$ cat config.mk
export PLATFORM = sky130hd
export DESIGN_NAME = alu_functional_unit
export DESIGN_NICKNAME = d
export VERILOG_FILES = /design/src/rtl/alu_functional_unit_pkg.sv /design/src/rtl/alu_functional_unit_shifter.sv /design/src/rtl/alu_functional_unit.sv
export SDC_FILE = /design/constraint.sdc
export NUM_CORES = 1
export LEC_CHECK = 0
export CORE_MARGIN = 2
export CORE_UTILIZATION = 40
export DETAILED_ROUTE_END_ITERATION = 6
export GPL_TIMING_DRIVEN = 0
export PLACE_DENSITY_LB_ADDON = 0.1
export SLEW_MARGIN = 20
export SYNTH_ARGS = -nofsm -noshare
export SYNTH_HDL_FRONTEND = slang
export SYNTH_SLANG_ARGS = --single-unit
$ cat constraint.sdc
create_clock -name clk_in -period 5.45 [get_ports clk_in]
set_input_delay 0.545 -clock clk_in [delete_from_list [all_inputs] [get_ports clk_in]]
set_output_delay 0.545 -clock clk_in [all_outputs]
set_load 0.005 [all_outputs]
$ cat src/rtl/alu_functional_unit_pkg.sv
`default_nettype none
// ============================================================================
// Module      : alu_functional_unit_pkg
// Description : Shared opcode encoding, widths and CDB packet type for the
//               integer functional unit.
// Revision    : 1.0 - initial release
// ============================================================================
package alu_functional_unit_pkg;

    localparam int XLEN      = 32;
    localparam int ROB_IDX_W = 3;

    typedef enum logic [3:0] {
        ALU_ADD  = 4'd0,
        ALU_SUB  = 4'd1,
        ALU_AND  = 4'd2,
        ALU_OR   = 4'd3,
        ALU_XOR  = 4'd4,
        ALU_SLT  = 4'd5,
        ALU_SLTU = 4'd6,
        ALU_SLL  = 4'd7,
        ALU_SRL  = 4'd8,
        ALU_SRA  = 4'd9
    } alu_func_e;

    typedef struct packed {
        logic                 valid;
        logic [XLEN-1:0]      value;
        logic [ROB_IDX_W-1:0] rob_idx;
    } cdb_pkt_t;

    function automatic logic is_shift_op(input logic [3:0] op);
        return (op == ALU_SLL) || (op == ALU_SRL) || (op == ALU_SRA);
    endfunction

endpackage
`default_nettype wire

$ cat src/rtl/alu_functional_unit_shifter.sv
`default_nettype none
// ============================================================================
// Module      : alu_functional_unit_shifter
// Description : Iterative shifter; moves up to SHIFT_STEP bit positions per
//               cycle and flags done on the cycle of its final step.
// Revision    : 1.0 - initial release
// ============================================================================
module alu_functional_unit_shifter #(
    parameter int XLEN       = 32,
    parameter int SHIFT_STEP = 1
) (
    input  logic            clk,
    input  logic            rst,
    input  logic            i_start,
    input  logic            i_flush,
    input  logic            i_left,
    input  logic            i_arith,
    input  logic [XLEN-1:0] i_data,
    input  logic [4:0]      i_shamt,
    output logic            o_done,
    output logic [XLEN-1:0] o_result
);

    localparam logic [4:0] c_step = 5'(SHIFT_STEP);

    logic [XLEN-1:0] work_q, work_d;
    logic [4:0]      cnt_q, cnt_d;
    logic            running_q, running_d;
    logic            left_q, left_d;
    logic            arith_q, arith_d;
    logic [4:0]      w_step;
    logic [XLEN-1:0] w_shifted;

    always_comb begin
        w_step = (cnt_q < c_step) ? cnt_q : c_step;
        if (left_q) begin
            w_shifted = work_q << w_step;
        end else if (arith_q) begin
            w_shifted = $signed(work_q) >>> w_step;
        end else begin
            w_shifted = work_q >> w_step;
        end
    end

    always_comb begin
        work_d    = work_q;
        cnt_d     = cnt_q;
        running_d = running_q;
        left_d    = left_q;
        arith_d   = arith_q;
        if (i_flush) begin
            running_d = 1'b0;
        end else if (i_start) begin
            work_d    = i_data;
            cnt_d     = i_shamt;
            running_d = (i_shamt != 5'd0);
            left_d    = i_left;
            arith_d   = i_arith;
        end else if (running_q) begin
            work_d    = w_shifted;
            cnt_d     = cnt_q - w_step;
            running_d = (cnt_q != w_step);
        end
    end

    always_ff @(posedge clk) begin
        if (rst) begin
            work_q    <= '0;
            cnt_q     <= '0;
            running_q <= 1'b0;
            left_q    <= 1'b0;
            arith_q   <= 1'b0;
        end else begin
            work_q    <= work_d;
            cnt_q     <= cnt_d;
            running_q <= running_d;
            left_q    <= left_d;
            arith_q   <= arith_d;
        end
    end

    // Done coincides with the last step so the caller can capture o_result.
    assign o_done   = running_q && (cnt_q == w_step);
    assign o_result = w_shifted;

endmodule
`default_nettype wire

$ cat src/rtl/alu_functional_unit.sv
`default_nettype none
// ============================================================================
// Module      : alu_functional_unit
// Description : Integer FU: single-cycle ALU plus iterative shifter, holding
//               the tagged result on a CDB request until granted.
// Revision    : 1.0 - initial release
// ============================================================================
module alu_functional_unit #(
    parameter int XLEN       = 32,
    parameter int ROB_IDX_W  = 3,
    parameter int SHIFT_STEP = 1
) (
    input  logic                 clk_in,
    input  logic                 rst_in,
    input  logic                 valid_in,
    input  logic [XLEN-1:0]      rval1_in,
    input  logic [XLEN-1:0]      rval2_in,
    input  logic [3:0]           opcode_in,
    input  logic [ROB_IDX_W-1:0] rob_idx_in,
    input  logic                 flush_in,
    input  logic                 cdb_grant_in,
    output logic                 fu_busy_out,
    output logic                 cdb_req_out,
    output logic [XLEN-1:0]      cdb_value_out,
    output logic [ROB_IDX_W-1:0] cdb_rob_idx_out,
    output logic                 issue_err_out
);

    import alu_functional_unit_pkg::*;

    localparam logic [1:0] c_state_idle   = 2'd0;
    localparam logic [1:0] c_state_shift  = 2'd1;
    localparam logic [1:0] c_state_result = 2'd2;

    logic [1:0]           state_q, state_d;
    logic [XLEN-1:0]      value_q, value_d;
    logic [ROB_IDX_W-1:0] tag_q, tag_d;
    logic                 err_q, err_d;

    alu_func_e       w_op;
    logic [4:0]      w_shamt;
    logic            w_is_shift;
    logic [XLEN-1:0] w_alu_res;
    logic            w_shift_start;
    logic            w_shift_done;
    logic [XLEN-1:0] w_shift_res;

    assign w_op       = alu_func_e'(opcode_in);
    assign w_shamt    = rval2_in[4:0];
    assign w_is_shift = is_shift_op(opcode_in);

    // Shift opcodes land here only with a zero shift amount.
    always_comb begin
        w_alu_res = '0;
        case (w_op)
            ALU_ADD:  w_alu_res = rval1_in + rval2_in;
            ALU_SUB:  w_alu_res = rval1_in - rval2_in;
            ALU_AND:  w_alu_res = rval1_in & rval2_in;
            ALU_OR:   w_alu_res = rval1_in | rval2_in;
            ALU_XOR:  w_alu_res = rval1_in ^ rval2_in;
            ALU_SLT:  w_alu_res = {{(XLEN-1){1'b0}}, ($signed(rval1_in) < $signed(rval2_in))};
            ALU_SLTU: w_alu_res = {{(XLEN-1){1'b0}}, (rval1_in < rval2_in)};
            ALU_SLL, ALU_SRL, ALU_SRA: w_alu_res = rval1_in;
            default:  w_alu_res = '0;
        endcase
    end

    always_comb begin
        state_d       = state_q;
        value_d       = value_q;
        tag_d         = tag_q;
        err_d         = err_q;
        w_shift_start = 1'b0;
        if (flush_in) begin
            state_d = c_state_idle;
        end else begin
            if (valid_in && (state_q != c_state_idle)) begin
                err_d = 1'b1;
            end
            case (state_q)
                c_state_idle: begin
                    if (valid_in) begin
                        tag_d = rob_idx_in;
                        if (w_is_shift && (w_shamt != 5'd0)) begin
                            w_shift_start = 1'b1;
                            state_d       = c_state_shift;
                        end else begin
                            value_d = w_alu_res;
                            state_d = c_state_result;
                        end
                    end
                end
                c_state_shift: begin
                    if (w_shift_done) begin
                        value_d = w_shift_res;
                        state_d = c_state_result;
                    end
                end
                c_state_result: begin
                    if (cdb_grant_in) begin
                        state_d = c_state_idle;
                    end
                end
                default: state_d = c_state_idle;
            endcase
        end
    end

    always_ff @(posedge clk_in) begin
        if (rst_in) begin
            state_q <= c_state_idle;
            value_q <= '0;
            tag_q   <= '0;
            err_q   <= 1'b0;
        end else begin
            state_q <= state_d;
            value_q <= value_d;
            tag_q   <= tag_d;
            err_q   <= err_d;
        end
    end

    alu_functional_unit_shifter #(
        .XLEN       (XLEN),
        .SHIFT_STEP (SHIFT_STEP)
    ) u_shifter (
        .clk      (clk_in),
        .rst      (rst_in),
        .i_start  (w_shift_start),
        .i_flush  (flush_in),
        .i_left   (w_op == ALU_SLL),
        .i_arith  (w_op == ALU_SRA),
        .i_data   (rval1_in),
        .i_shamt  (w_shamt),
        .o_done   (w_shift_done),
        .o_result (w_shift_res)
    );

    assign fu_busy_out     = (state_q != c_state_idle);
    assign cdb_req_out     = (state_q == c_state_result);
    assign cdb_value_out   = value_q;
    assign cdb_rob_idx_out = tag_q;
    assign issue_err_out   = err_q;

endmodule
`default_nettype wire
==> results of run 1 <==
-- metal layers --
metal,up-vias,GRT usage [%]
met1,5463,47.3
met3,116,6.48
met4,0,15.2
li1,5335,-
met5,-,0
met2,682,53.4
-- power by group --
| part | internal, uW | leakage (uW) | switching, uW | total [uW] |
|---|---|---|---|---|
| clock network | 319 | 0.000130 | 282 | 601 |
| logic | 312 | 0.00361 | 566 | 877 |
| registers | 593 | 0.000634 | 20.6 | 614 |
| total | 1220 | 0.00437 | 869 | 2090 |
-- logic make-up after synthesis --
group                    share of synthesized area [%]
buffers and inverters                             7.95
multiplexers                                      4.49
AO/OA/AOI/OAI                                     34.3
AND/OR/NAND/NOR                                   20.7
adder cells (fa/ha/maj)                           14.9
XOR/XNOR                                          1.69
flip-flops                                        15.9
-- cell usage in the layout (no fill, tap or decap), types with 15 or more instances in the layout --
master	synthesis	final
a211oi_1	52	52
a31oi_1	16	16
nor3_1	43	43
clkbuf_1	76	76
mux2i_1	43	43
nor2_1	140	140
o211ai_1	33	33
o31ai_1	19	19
nand3_1	27	27
o21ai_0	74	74
clkdlybuf4s50_1	0	110
inv_1	101	101
a21oi_1	150	150
dfxtp_1	78	78
nand2b_1	16	16
ha_1	114	114
xnor2_1	15	15
nand2_1	123	123
-- layout make-up --
type	count	area, sq um	share of cell area (%)
Inverter	101	379	3.26
Timing Repair Buffer	110	1100	9.48
Antenna cell	1	2.50	0.0215
Multi-Input combinational cell	1116	7490	64.5
Tap cell	324	405	3.49
Clock buffer	10	239	2.06
Buffer	101	403	3.47
Sequential cell	78	1560	13.4
Clock inverter	6	37.5	0.323
-- worst min path at each step --
stage / from / endpoint / slack, ps / depth (start not counted)
finish: u_shifter.arith_q$_SDFFE_PP0P_ / u_shifter.arith_q$_SDFFE_PP0P_ / 460 / 2
global route: u_shifter.arith_q$_SDFFE_PP0P_ / u_shifter.arith_q$_SDFFE_PP0P_ / 480 / 2
CTS: u_shifter.arith_q$_SDFFE_PP0P_ / u_shifter.arith_q$_SDFFE_PP0P_ / 460 / 2
detailed placement: u_shifter.arith_q$_SDFFE_PP0P_ / u_shifter.arith_q$_SDFFE_PP0P_ / 450 / 2
global placement: u_shifter.arith_q$_SDFFE_PP0P_ / u_shifter.arith_q$_SDFFE_PP0P_ / 440 / 2
floorplan: u_shifter.arith_q$_SDFFE_PP0P_ / u_shifter.arith_q$_SDFFE_PP0P_ / 430 / 2
-- through the flow --
| stage | hold slack (ps) | cell area (sq um) | setup WS [ps] | total power (uW) | utilization (%) |
|---|---|---|---|---|---|
| 6_report | 460 | 11600 | 1180 | 2090 | 47.9 |
| 4_1_cts | 464 | 11600 | 1360 | 2060 | 47.9 |
| 3_5_place_dp | 451 | 11300 | 975 | 1470 | 46.8 |
| 3_3_place_gp | 441 | 11300 | 993 | 1470 | 46.8 |
| 2_1_floorplan | 427 | 9830 | 2480 | 1130 | - |
| 5_1_grt | 476 | 11600 | 1110 | 2180 | 47.9 |
-- state kept, by name, indices dropped and copies added, names as in the netlist --
| register | cells |
|---|---|
| state_q | 2 |
| cdb_rob_idx_out | 3 |
| u_shifter.arith_q | 1 |
| issue_err_out | 1 |
| cdb_value_out | 32 |
| u_shifter.work_q | 32 |
| u_shifter.running_q | 1 |
| u_shifter.cnt_q | 5 |
| u_shifter.left_q | 1 |
-- worst max-delay path: cells and delay by family --
kind	cells	cell delay, ps
compound gates	4	1120
simple gates	1	130
buf+inv	4	2690
==> results by group, run 1 <==
Synth
  – Top post-synthesis cells by area: dfxtp_1 (16%), ha_1 (15%), a21oi_1 (7.6%)
  – Syn nets: 1588
  – Synthesized area per cell: 7.04 sq um
  – Synth unique cells: 78
  – Synth Register Bits: 78
  – Synth Instances: 1396
  – Syn Std Cell Area: 0.00983 sq mm
  – Top_reg_cell synth: dfxtp_1
  – Commonest cells in the netlist: a21oi_1 (150), nor2_1 (140), nand2_1 (123)
  – Leading area contributor after synthesis: dfxtp_1
  – Register area share after synthesis: 15.9%
  – EDFF count, synth: 0
  – Syn. warnings: 0
  – Count leader, synth: a21oi_1
  – Yosys top cell area share: 15.9%
  – Fraction of registers with async set/reset: 0%

Clocking
  – Cts hold-fix bufs: 0
  – CTS sink cnt: 78
  – Post-CTS setup buffer count: 0
  – CTS root buf: clkbuf_16
  – H-tree depth: 3
  – Worst-case clock buffer depth: 2
  – Clock Latency Late Sink: 360 ps
  – Post-CTS Resized: 0
  – CTS Buf Count: 9
  – Clk slew on worst S/H paths: 70 ps
  – CTS tree: done

Route
  – Met1 wire length: 19.6 mm
  – Top Layer Used: met4
  – Post-route ant nets: 0
  – WL final: 45.9 mm
  – Routed WL per cell: 24.9 microns
  – Drt via density: 6.28
  – DRC Markers: 0
  – Starting DRC count in detailed routing: 1551
  – Met3 Routed Length: 4.74 mm
  – Detailed Routing Iterations Pass 1: 6
  – WL met2: 19.7 mm
  – DR vias: 11596

STA
  – Final period util: 78.3%
  – Max Slew Vio Count: 0
  – Final Hold Viols: 0
  – Worst slew pin tran: 1130 ps
  – Minimum clock period: 4270 ps
  – RSZ-0062 raised after global routing: no
  – Setup violators final: 0
  – Worst Skew: 12.3 ps
  – Max-Slew Margin vs Limit: 24.3%
  – Achievable frequency: 234 MHz
  – TNS Setup: 0 ps

Floorplan
  – Core footprint: 0.0242 sq mm
  – Io pins: 114
  – FP Rows: 57
  – Die width: 161 microns
  – Initial Util: 40.6%
  – Die Y: 161 microns
  – Die footprint: 0.0259 sq mm

Critical path
  – Critical path's largest stage delay: 790 ps
  – CP dominant cell by count: clkbuf_1
  – Critical path type: in2reg
  – Crit path cell chain: clkdlybuf4s50_1, clkbuf_1, clkbuf_1, clkbuf_1, a21oi_1, a22oi_1, nand4_1, a211oi_1, o22ai_1
  – Req. time, crit path: 5660 ps
  – Worst R2R End: cdb_value_out[19]$_SDFFE_PP0P_
  – Slowest-stage cell, CP: clkbuf_1
  – Worst-path maximum fanout: 10
  – Crit path capture type: register
  – R2r setup slk: 2140 ps
  – Worst setup path end: cdb_value_out[22]$_SDFFE_PP0P_
  – FF-to-FF Start: state_q[1]$_SDFFE_PP0P_
  – Worst Path Arrival: 4480 ps
  – R2R depth: 8
  – CP Launch Point: opcode_in[0]
  – Critical Path Start Type: input port

Placement
  – PortBufs: 110
  – Dpl hpwl: 35.6 mm
  – Dpl cells: 1830
  – Routability cong.: 0.979

Cells and area
  – Filler Cells Inserted: 2544
  – Non-filler cells in the finished layout: 1847
  – Nets: 1709
  – Share of layout cells above drive strength 1: 3.48%
  – Synth-to-layout area growth: 18.2%

Global routing
  – Grt ovf: 0
  – Antenna violations before repair: 1
  – Largest net degree at the start of global routing: 14
  – First-pass GRT wire length: 67.7 mm
  – Vias in the first global route: 10820
  – Gr usage total: 34.7%

Run status
  – Status: complete, no violations

Pwr
  – PD cells: 180 mW/mm^2
  – Max IR drop VDD: 0.0000996 V
  – Leak pwr: 0.00437 uW

Flow run
  – Max-cap viol count: 0

Hold path
  – Hold WC Path Type: reg2reg
No activity file was read; power rests on OpenSTA's default activity.
==> inputs of run 2 (changes only) <==
Clock period 5.45 ns to 3.9 ns, I/O delays scaled along.
==> results by group, run 2 (synthesis results as in run 1) <==
Critical path
  – Critical path's largest stage delay: 690 ps (-100 ps)
  – R2R depth: 10 (+2)
  – CP Depth: 10 (+1)
  – FF-to-FF Start: u_shifter.cnt_q[1]$_SDFFE_PP0P_
  – Crit path max-delay family: buffers and inverters
  – Worst Path Arrival: 3990 ps (-490 ps)
  – CP dominant cell by count: clkbuf_1
  – CP Launch Point: opcode_in[1]
  – Critical Path Start Type: input port
  – Worst-path maximum fanout: 10 (unchanged)
  – Crit path capture type: register
  – Slowest-stage cell, CP: a222oi_1
  – Worst path buffer plus inverter count: 4 (unchanged)
  – Critical path type: in2reg
  – Crit path cell chain: clkdlybuf4s50_1, clkbuf_1, nor2_1, and3_1, clkbuf_1, clkbuf_1, a222oi_1, o22ai_1, a41oi_1, a21oi_1
  – Req. time, crit path: 4110 ps (-1550 ps)

Global routing
  – Vias in the first global route: 10820 (unchanged)
  – Gr usage total: 34.7% (unchanged)
  – Largest net degree at the start of global routing: 14 (unchanged)
  – Antenna violations before repair: 1 (unchanged)
  – Grt ovf: 0 (unchanged)
  – First-pass GRT wire length: 67.7 mm (unchanged)

Cells and area
  – Finished Cell Area: 0.0117 sq mm (+0.47%)
  – Nets: 1709 (unchanged)
  – Commonest non-fill, non-tap cell in the layout: a21oi_1
  – Commonest cells after routing, fill and taps aside: a21oi_1 (149), nor2_1 (140), nand2_1 (123)
  – Share of layout cells above drive strength 1: 4.27% (+0.79 points)
  – Synth-to-layout area growth: 18.7%

Clocking
  – Clk slew on worst S/H paths: 60 ps (about the same)
  – CTS root buf: clkbuf_16
  – CTS sink cnt: 78 (unchanged)
  – CTS tree: done
  – Worst-case clock buffer depth: 2 (unchanged)
  – Clock Latency Late Sink: 360 ps (about the same)
  – CTS Buf Count: 9 (unchanged)
  – H-tree depth: 3 (unchanged)
  – Post-CTS setup buffer count: 0 (unchanged)

Pwr
  – Leak pwr: 0.00440 uW (+0.71%)
  – Pwr Total: 2940 uW (+40%)
  – Max IR drop VDD: 0.000145 V (+45%)
  – PD cells: 252 mW/mm^2 (+40%)

Hold path
  – WHS Path Cells: 2 (unchanged)
  – Hold Path Origin: u_shifter.arith_q$_SDFFE_PP0P_
  – Hold WC Path Type: reg2reg

STA
  – Max-Slew Margin vs Limit: 24.3% (-0.050 points)
  – Minimum clock period: 3780 ps
  – Final period util: 96.9%
  – Setup violators final: 0 (unchanged)
  – Worst slew pin tran: 1130 ps (+0.746 ps)
  – RSZ-0062 raised after global routing: no
  – Max Slew Vio Count: 0 (unchanged)
  – Achievable frequency: 265 MHz
  – WHS: 460 ps (-0.0970 ps)
  – Final Hold Viols: 0 (unchanged)
  – Final worst slack: 119 ps (-1060 ps)
  – Worst Skew: 8.80 ps (-3.55 ps)

Route
  – Starting DRC count in detailed routing: 1516 (-2.3%)
  – Post-route ant nets: 0 (unchanged)
  – DRC Markers: 2 (+2)
  – DR vias: 11647 (+0.44%)
  – Drt via density: 6.31 (+0.44%)
  – Routed WL per cell: 25.0 microns (+0.41%)
  – Detailed Routing Iterations Pass 1: 7 (+1)
  – WL final: 46.1 mm (+0.41%)

Run status
  – Failing checks: design-rule violations
  – Status: finished with violations

Floorplan
  – Io pins: 114 (unchanged)
  – Die width: 161 microns (unchanged)
  – Core footprint: 0.0242 sq mm (unchanged)
  – Die Y: 161 microns (unchanged)
  – Die footprint: 0.0259 sq mm (unchanged)
  – FP Rows: 57 (unchanged)
  – Initial Util: 40.6% (unchanged)

Placement
  – Dpl hpwl: 35.6 mm (unchanged)
  – Place WS: -420 ps (-1400 ps)
  – Routability cong.: 0.979 (unchanged)
  – PortBufs: 110 (unchanged)
  – DP Area: 0.0113 sq mm (unchanged)

Flow run
  – Max-cap viol count: 0 (unchanged)
## run 2: worst min-delay path, delay by kind of cell, from the launching register on
family	cells	cell delay (ps)
flops	1	310
simple gates	1	50
compound gates	1	50
## run 2: through the flow
stage	util (%)	setup TNS, ps	instances
2_1_floorplan	-	0	1396
3_3_place_gp	46.8	-3140	1830
3_5_place_dp	46.8	-3300	1830
4_1_cts	47.9	0	1846
5_1_grt	48.1	0	1846
6_report	48.1	0	1847
## run 2: path summary, 6_finish.rpt
kind / to / slack [ps]
max: cdb_value_out[25]$_SDFFE_PP0P_ / 120
min: u_shifter.arith_q$_SDFFE_PP0P_ / 460
max reg2reg: cdb_value_out[21]$_SDFFE_PP0P_ / 600
min reg2reg: u_shifter.arith_q$_SDFFE_PP0P_ / 460
## run 2: final cells by class
class                   instances  area, sq um
multi-input cells            1116         7540
clock buffers                  10          239
clock inverters                 6         37.5
repair buffers                110         1100
fillers                      2546        12600
inverters                     101          379
well taps                     324          405
plain buffers                 101          407
diodes                          1         2.50
flip-flops and latches         78         1560
## run 2: metal layers
metal	up-vias	track usage (%)	wire (microns)
met3	140	6.48	4880
met1	5471	47.3	19500
met4	0	15.2	2020
met5	-	0	0
li1	5344	-	-
met2	692	53.4	19700
## run 2: report_power, final
part	leakage (uW)	internal (uW)	switching [uW]	total [uW]
combinational	0.00364	438	800	1240
sequential	0.000634	829	28.8	858
clock	0.000130	446	398	844
## run 2: repair_timing
action / 4_1_cts / 5_1_grt
endpoints found under the setup margin: 1 / 9
gates resized for setup: 1 / 15
hold buffers: 0 / 0
